### src/rtl/stack_arbiter.sv
// stack_arbiter: round-robin arbiter that lets NREQ requesters share one LIFO stack.
// One push or pop is granted per cycle; the response is registered one cycle later.
module stack_arbiter #(
    parameter int NREQ = 4,
    parameter int DW   = 32
) (
    input  logic               clk,
    input  logic               areset,
    input  logic [NREQ-1:0]    i_req,
    input  logic [NREQ-1:0]    i_op,
    input  logic [NREQ*DW-1:0] i_wdata,
    output logic [NREQ-1:0]    o_gnt,
    output logic [NREQ-1:0]    o_rsp_vld,
    output logic               o_rsp_err,
    output logic [DW-1:0]      o_rsp_data,
    output logic               o_stk_push_en,
    output logic [DW-1:0]      o_stk_push_data,
    output logic               o_stk_pop_en,
    input  logic [DW-1:0]      i_stk_pop_data,
    input  logic               i_stk_full,
    input  logic               i_stk_empty
);
    localparam int          IW     = $clog2(NREQ);
    localparam logic [IW:0] NREQ_W = (IW+1)'(NREQ);

    logic [IW-1:0] last_gnt_ff;
    logic [IW-1:0] win;
    logic          found;
    logic          op_push;
    logic          push_ok;
    logic          pop_ok;
    logic [DW-1:0] wdata_arr [NREQ];

    for (genvar k = 0; k < NREQ; k++) begin : g_wdata
        assign wdata_arr[k] = i_wdata[k*DW +: DW];
    end

    // Search starts just after the last winner and wraps, so the last winner is checked last.
    always_comb begin
        logic [IW:0] cand;
        found = 1'b0;
        win   = '0;
        cand  = '0;
        for (int i = 1; i <= NREQ; i++) begin
            cand = {1'b0, last_gnt_ff} + (IW+1)'(i);
            if (cand >= NREQ_W) begin
                cand = cand - NREQ_W;
            end
            if (!found && i_req[cand[IW-1:0]]) begin
                found = 1'b1;
                win   = cand[IW-1:0];
            end
        end
    end

    always_comb begin
        o_gnt = '0;
        if (found) begin
            o_gnt[win] = 1'b1;
        end
    end

    // Rejected operations still consume a grant but never touch the stack.
    assign op_push         = i_op[win];
    assign push_ok         = found & op_push & ~i_stk_full;
    assign pop_ok          = found & ~op_push & ~i_stk_empty;
    assign o_stk_push_en   = push_ok;
    assign o_stk_pop_en    = pop_ok;
    assign o_stk_push_data = push_ok ? wdata_arr[win] : '0;

    always_ff @(posedge clk or posedge areset) begin
        if (areset) begin
            last_gnt_ff <= IW'(NREQ-1);
            o_rsp_vld   <= '0;
            o_rsp_err   <= 1'b0;
            o_rsp_data  <= '0;
        end else begin
            o_rsp_vld <= o_gnt;
            o_rsp_err <= found & ~push_ok & ~pop_ok;
            if (found) begin
                last_gnt_ff <= win;
            end
            if (pop_ok) begin
                o_rsp_data <= i_stk_pop_data;
            end
        end
    end
endmodule

### config.mk
export PLATFORM = sky130hd
export DESIGN_NAME = stack_arbiter
export DESIGN_NICKNAME = d
export VERILOG_FILES = /design/src/rtl/stack_arbiter.sv
export SDC_FILE = /design/constraint.sdc
export NUM_CORES = 1
export LEC_CHECK = 0
export ABC_CLOCK_PERIOD_IN_PS = 4200
export CAP_MARGIN = 20
export CORE_MARGIN = 8
export CORE_UTILIZATION = 31
export DETAILED_ROUTE_END_ITERATION = 12
export PLACE_DENSITY = 0.8
export SLEW_MARGIN = 5
export SYNTH_ARGS = -nofsm -noshare
export SYNTH_HDL_FRONTEND = slang
export SYNTH_SLANG_ARGS = --single-unit
### constraint.sdc
create_clock -name clk -period 4.2 [get_ports clk]
set_clock_uncertainty 0.1 [all_clocks]
set_input_delay 1.26 -clock clk [delete_from_list [all_inputs] [get_ports clk]]
set_output_delay 1.26 -clock clk [all_outputs]
set_load 0.05 [all_outputs]
==> impl_metrics.toml, run 1 <==
[outcome]
status = "finished with violations"
violations = "negative setup slack"

[floorplan]
placementRows = 34
start_util_pct = 31.38
die_x_um = 109.3
io_pins = 247
core_area_um2 = 8593
die_area_um2 = 11940
die_y_um = 109.3

[sta]
maxSlewHeadroom_pct = 36.19
drv_slew = 0
finalWorstSetupSlack_ps = -185.3
tightestPinTransition_ps = 956.1
rsz0062_at_grt = "true"
min_period_ps = 4385
finalHoldViolations = 0
layout_worst_path_cycle_share_pct = 104.4
fmax_ghz = 0.2280
setup_viol = 34

[logic_synthesis]
synth.area.top_cells = "dfrtp_1 34%, mux4_2 27%, mux2_4 16%"
netlist_area_um2 = 2696
async_reset_ff_share_pct = 100.0
netlist_instances = 186
synth_area_per_cell_um2 = 14.50
ys_warn_count = 0
yosysTopAreaCellShare_pct = 34.34
yosysUniqueCellTypes = 32
yosysSeqAreaShare_pct = 36.29
synth_edf_count = 0
synth_ff_type = "dfrtp_1"
synth-seq-cells = 39
syn-num-nets = 358
synth_largest_area_cell = "dfrtp_1"

[clock_network]
insertion_delay_ps = 280
cts_max_level = 2
cts_tree = "done"
numCtsBuffers = 5
clock_path_buffers = 2
clock-root-buffer = "clkbuf_8"
ctsHoldBuffers = 0
clkTransAtPathRegs_ps = 70
cts_sinks = 39

[cells_and_area]
utilization_pct = 76.83
drive_gt1_share_pct = 45.63
num-nets-final = 651
diodes = 0
area_growth_syn_to_layout_pct = 144.9
final_area_um2 = 6603

[placed_design]
port_buffers = 246
dpl_cell_area_um2 = 5854
gp_congestion = 0.9978
hpwl_um = 10360

[setup_path]
crit_path_end_kind = "output pin"
path_class = "input port to output pin"
crit_fanout = 5
crit_arrival_ps = 3030
worstPathRequired_ps = 2840
cp-start-kind = "input port"

[run]
max-cap-violations = 0

[routing]
routed_wl_um = 14020
vias = 2897
drc_errors = 0
final_antenna_net_count = 0
drt-wirelength-per-cell_um = 23.84
via_per_inst = 4.927
drt-pass1-iter-count = 4
dr.first_iter.drc_count = 122

[global_routing]
grt_pass1_vias = 3372
grt_start_max_net_pins = 33
antenna_found_initial = 0
track_usage_pct = 22.17
grt_pass1_wl_um = 19950
overflow = 0

[power]
vdd_drop_max_v = 0.0003844
p_per_area_nw_per_um2 = 654.8
power.leakage_nw = 2.787
design_power_total_mw = 4.323

[min_path]
hp-class = "flip-flop to flip-flop"
## area by class of cell
type	instances	area (um^2)
repair buffers	300	3598
multi-input cells	129	1772
fillers	506	1991
clock buffers	7	96.34
clock inverters	1	7.507
flip-flops and latches	39	978.4
inverters	4	15.01
well taps	108	135.1
## stage by stage
| step | hold slack (ps) | setup TNS (ps) | std cells | setup slack, ps |
|---|---|---|---|---|
| final | 399.8 | -5214 | 588 | -185.3 |
| after global routing | 426.0 | -8172 | 588 | -260.7 |
| after CTS | 391.4 | -4163 | 584 | -160.6 |
| after detailed placement | 383.5 | -19920 | 553 | -598.1 |
| after global placement | 375.9 | -17360 | 553 | -526.5 |
| after floorplan | 348.7 | -338.4 | 186 | -149.9 |
## worst max-delay path: stages
cell     delay [ps]
buf_8           110
mux2i_1         130
o22a_1          180
o21a_4          170
buf_6           120
buf_12          110
buf_16          120
mux4_2          510
and2_4          170
buf_12          140
## layout by cell type, fill, tap and decap left out, types with 7 or more instances in the layout
cell type | Yosys | layout
clkdlybuf4s50_1 | 0 | 204
buf_16 | 0 | 7
dfrtp_1 | 37 | 37
clkbuf_8 | 0 | 7
and2_4 | 0 | 32
buf_6 | 5 | 12
buf_12 | 0 | 49
mux2_4 | 29 | 29
buf_4 | 0 | 23
mux4_2 | 32 | 32
## flip-flops by register name, indices dropped and copies added, names as in the netlist
signal / flops
o_rsp_data: 32
o_rsp_vld: 4
last_gnt_ff: 2
o_rsp_err: 1
## cells in the mapped netlist (all sizes together) (2+ instances only)
| cell | instances |
|---|---|
| o21ai | 3 |
| nand2 | 2 |
| nand2b | 2 |
| nor2 | 7 |
| buf | 8 |
| and3 | 2 |
| mux2 | 32 |
| and2 | 32 |
| a21boi | 2 |
| dfrtp | 37 |
| inv | 4 |
| mux4 | 32 |
| nor3 | 3 |
| dfstp | 2 |
| o211ai | 2 |
| clkbuf | 6 |
## power by group
group	switching, mW	internal, mW
Clock	0.127	0.149
Sequential	0.110	0.564
Combinational	1.66	1.71
Total	1.90	2.43
## logic make-up after synthesis
| logic type | after synthesis | share of synthesized area, % |
|---|---|---|
| multiplexers | 65 | 44.50 |
| AO/OA/AOI/OAI | 12 | 3.480 |
| flip-flops | 39 | 36.29 |
| buffers and inverters | 18 | 4.037 |
| AND/OR/NAND/NOR | 52 | 11.69 |
## per-layer routing
layer	part of all wire, %	GRT usage, %	vias to the layer above
li1	-	-	1289
met1	35	24.45	1421
met2	54	40.73	165
met3	8.5	6.147	22
met4	2.2	5.979	0
met5	0	0	-
## timing repair
action,in CTS,in global routing
gates resized for setup,84,14
setup endpoints to repair,38,35
cloned,10,1
pin swaps,30,20
buffers inserted,13,7
## worst paths after layout
path	startpoint	end	slack, ps	cells past startpoint
min in group asynchronous	areset	o_rsp_data[30]	1390	2
max reg2reg	last_gnt_ff[1]	o_rsp_data[12]	1300	10
max in group asynchronous	areset	last_gnt_ff[0]	1830	3
max	i_req[3]	o_stk_push_data[0]	-190	10
min	last_gnt_ff[0]	last_gnt_ff[0]	400	2
min reg2reg	last_gnt_ff[0]	last_gnt_ff[0]	400	2
(Power assumes the default switching activity.)
==> inputs of run 2 (changes only) <==
--- a/config.mk
+++ b/config.mk
@@ -5,8 +5,8 @@
 export SDC_FILE = /design/constraint.sdc
 export NUM_CORES = 1
 export LEC_CHECK = 0
-export ABC_CLOCK_PERIOD_IN_PS = 4200
 export CAP_MARGIN = 20
+export CORE_ASPECT_RATIO = 0.5
 export CORE_MARGIN = 8
 export CORE_UTILIZATION = 31
 export DETAILED_ROUTE_END_ITERATION = 12
==> run 2 against run 1 <==
Compared with the run above:
- wire length decreased by 6.3%
- first-iteration DRC count is 4.1% lower
- utilization is 3.4 points lower
- the run still ends with negative setup slack left
- sequential cell count unchanged
- final cell count down 1.2%
- via count down 3.8%
- clock-buffer cell count is 1 lower
- sequential power grew 0.6%
- die area grew 1.5%
- combinational power fell by 7.1%
==> impl_metrics.toml, run 2 (synthesized netlist as in run 1, its figures left out) <==
[outcome]
status = "finished with violations"
violations = "negative setup slack"

[cells_and_area]
largest_register = "o_rsp_data"
diodes = 0
utilization_pct = 73.47
reg_top3 = "o_rsp_data x32, o_rsp_vld x4, last_gnt_ff x2"
area_growth_syn_to_layout_pct = 134.0
nFillCells = 543
final_cells = 581
layout_commonest_cell = "clkdlybuf4s50_1"
drive_gt1_share_pct = 42.67
final_cell_mix = "204 x clkdlybuf4s50_1, 43 x buf_12, 37 x dfrtp_1, 32 x mux4_2, 31 x and2_4"
num-nets-final = 635
largest_register_ff_count = 32

[setup_path]
r2r-start = "last_gnt_ff[1]"
crit_slowest_cell = "and3_4"
worst-path-buf-inv = 3
path_class = "input port to output pin"
r2r_cells = 9
worst-path-stages = 9
startpoint = "i_req[0]"
cp-start-kind = "input port"
crit_path_end_kind = "output pin"
cp_cell_sequence = "clkdlybuf4s15_2 > a21oi_2 > nor3_4 > or2_4 > o211ai_1 > and3_4 > buf_12 > and2_1 > buf_12"
crit_arrival_ps = 2990
cp_slowest_stage_delay_ps = 270
critPathTopFamily = "simple AND/OR/NAND/NOR gates"
worstPathRequired_ps = 2840
crit_fanout = 23
crit_top_cell = "buf_12"

[power]
combPwrFrac_pct = 75.0
sw_frac_of_total_pct = 44.36
pwr-share-seq_pct = 16.3
p_sw_mw = 1.848
vdd_drop_max_v = 0.0004734
p_per_area_nw_per_um2 = 660.3
p_clk_share_pct = 8.7
power.leakage_nw = 2.649
design_power_total_mw = 4.167
p_int_mw = 2.318

[global_routing]
grt_pass1_vias = 3221
track_usage_pct = 20.53
grt_start_max_net_pins = 33
grt_pass1_wl_um = 18870
grt.met2_usage_pct = 40.45
antenna_found_initial = 0
top_usage_layer = "met2"
grtUsageMet3_pct = 4.288
overflow = 0
global_route.usage.met1_pct = 22.46

[sta]
setup_viol = 34
setup_tns_ps = -4051
layout_worst_path_cycle_share_pct = 103.5
finalHoldViolations = 0
min_period_ps = 4346
drv_slew = 0
maxSlewHeadroom_pct = 38.27
finalWorstSetupSlack_ps = -145.6
fmax_ghz = 0.2301
holdWs_ps = 383.3
rsz0062_at_grt = "true"
tightestPinTransition_ps = 924.9

[routing]
drt-wirelength-per-cell_um = 22.61
final_antenna_net_count = 0
vias = 2788
drc_errors = 0
drt-pass1-iter-count = 4
dr.first_iter.drc_count = 117
routed_wl_um = 13140
via_per_inst = 4.799

[min_path]
worstHoldPathCells = 2
hp-class = "flip-flop to flip-flop"
min-delay-start = "last_gnt_ff[0]"

[floorplan]
die_area_um2 = 12120
placementRows = 24
die_y_um = 81.95
start_util_pct = 31.40
die_x_um = 147.9
core_area_um2 = 8588
io_pins = 247

[clock_network]
cts_sinks = 39
cts_max_level = 2
clock_path_buffers = 2
clock-root-buffer = "clkbuf_16"
numCtsBuffers = 5
cts_tree = "done"
insertion_delay_ps = 270
ctsHoldBuffers = 0
clkTransAtPathRegs_ps = 60

[placed_design]
dp.cells = 556
hpwl_um = 10620
port_buffers = 246
gp_congestion = 0.8448

[run]
max-cap-violations = 0
-- run 2: tightest hold or removal path, cell delays in order, from the launching register on --
cell	delay, ps
dfstp_2	380
nand2_1	50
nand2_1	50
-- run 2: power groups by stage --
stage	clock network (mW)	logic (mW)	registers, mW
finish	0.363	3.13	0.678
global placement	0	2.85	0.665
global route	0.396	3.24	0.701
detailed placement	0	2.88	0.672
floorplan	0	1.11	1.28
CTS	0.371	3.11	0.676
-- run 2: timing repair --
action	4_1_cts	5_1_grt
hold endpoints to repair	0	0
resized for setup	73	5
cloned	4	0
pin swaps	18	15
setup buffers	10	4
setup endpoints to repair	38	34
-- run 2: area by class of cell --
type                       count  area [um^2]  area share (%)
timing repair buffer         284         3286           52.07
multi-input combinational    129         1740           27.58
sequential                    39        978.4           15.51
tap                          117        146.4           2.320
clock buffer                   6        128.9           2.042
inverter                       4        17.52          0.2776
clock inverter                 2        12.51          0.1983
-- run 2: metrics by stage --
step	setup slack, ps	cell area (um^2)
final	-145.6	6310
after global routing	-238.3	6310
after CTS	-117.0	6269
after detailed placement	-548.1	5826
after global placement	-513.3	5826
after floorplan	-149.9	2749
-- run 2: worst paths after layout --
kind                                            to  slack [ps]
max in group asynchronous            o_rsp_data[8]        1840
min in group asynchronous            o_rsp_data[4]        1400
worst max register to register      o_rsp_data[16]        1330
worst min-delay path                last_gnt_ff[0]         380
worst min register to register      last_gnt_ff[0]         380
worst max-delay path            o_stk_push_data[1]        -150
-- run 2: layer usage --
layer  wire length, um  vias to the layer above
met3               553                       20
li1                  -                     1258
met4               335                        0
met5                 0                        -
met1              4738                     1424
met2              7509                       86
==> inputs of run 3 (changes only) <==
--- a/config.mk
+++ b/config.mk
@@ -11,7 +11,6 @@
 export CORE_UTILIZATION = 31
 export DETAILED_ROUTE_END_ITERATION = 12
 export PLACE_DENSITY = 0.8
-export SLEW_MARGIN = 5
 export SYNTH_ARGS = -nofsm -noshare
 export SYNTH_HDL_FRONTEND = slang
 export SYNTH_SLANG_ARGS = --single-unit
==> results of run 3 <==
Final layout, timing and power as in run 2 (identical DEF).
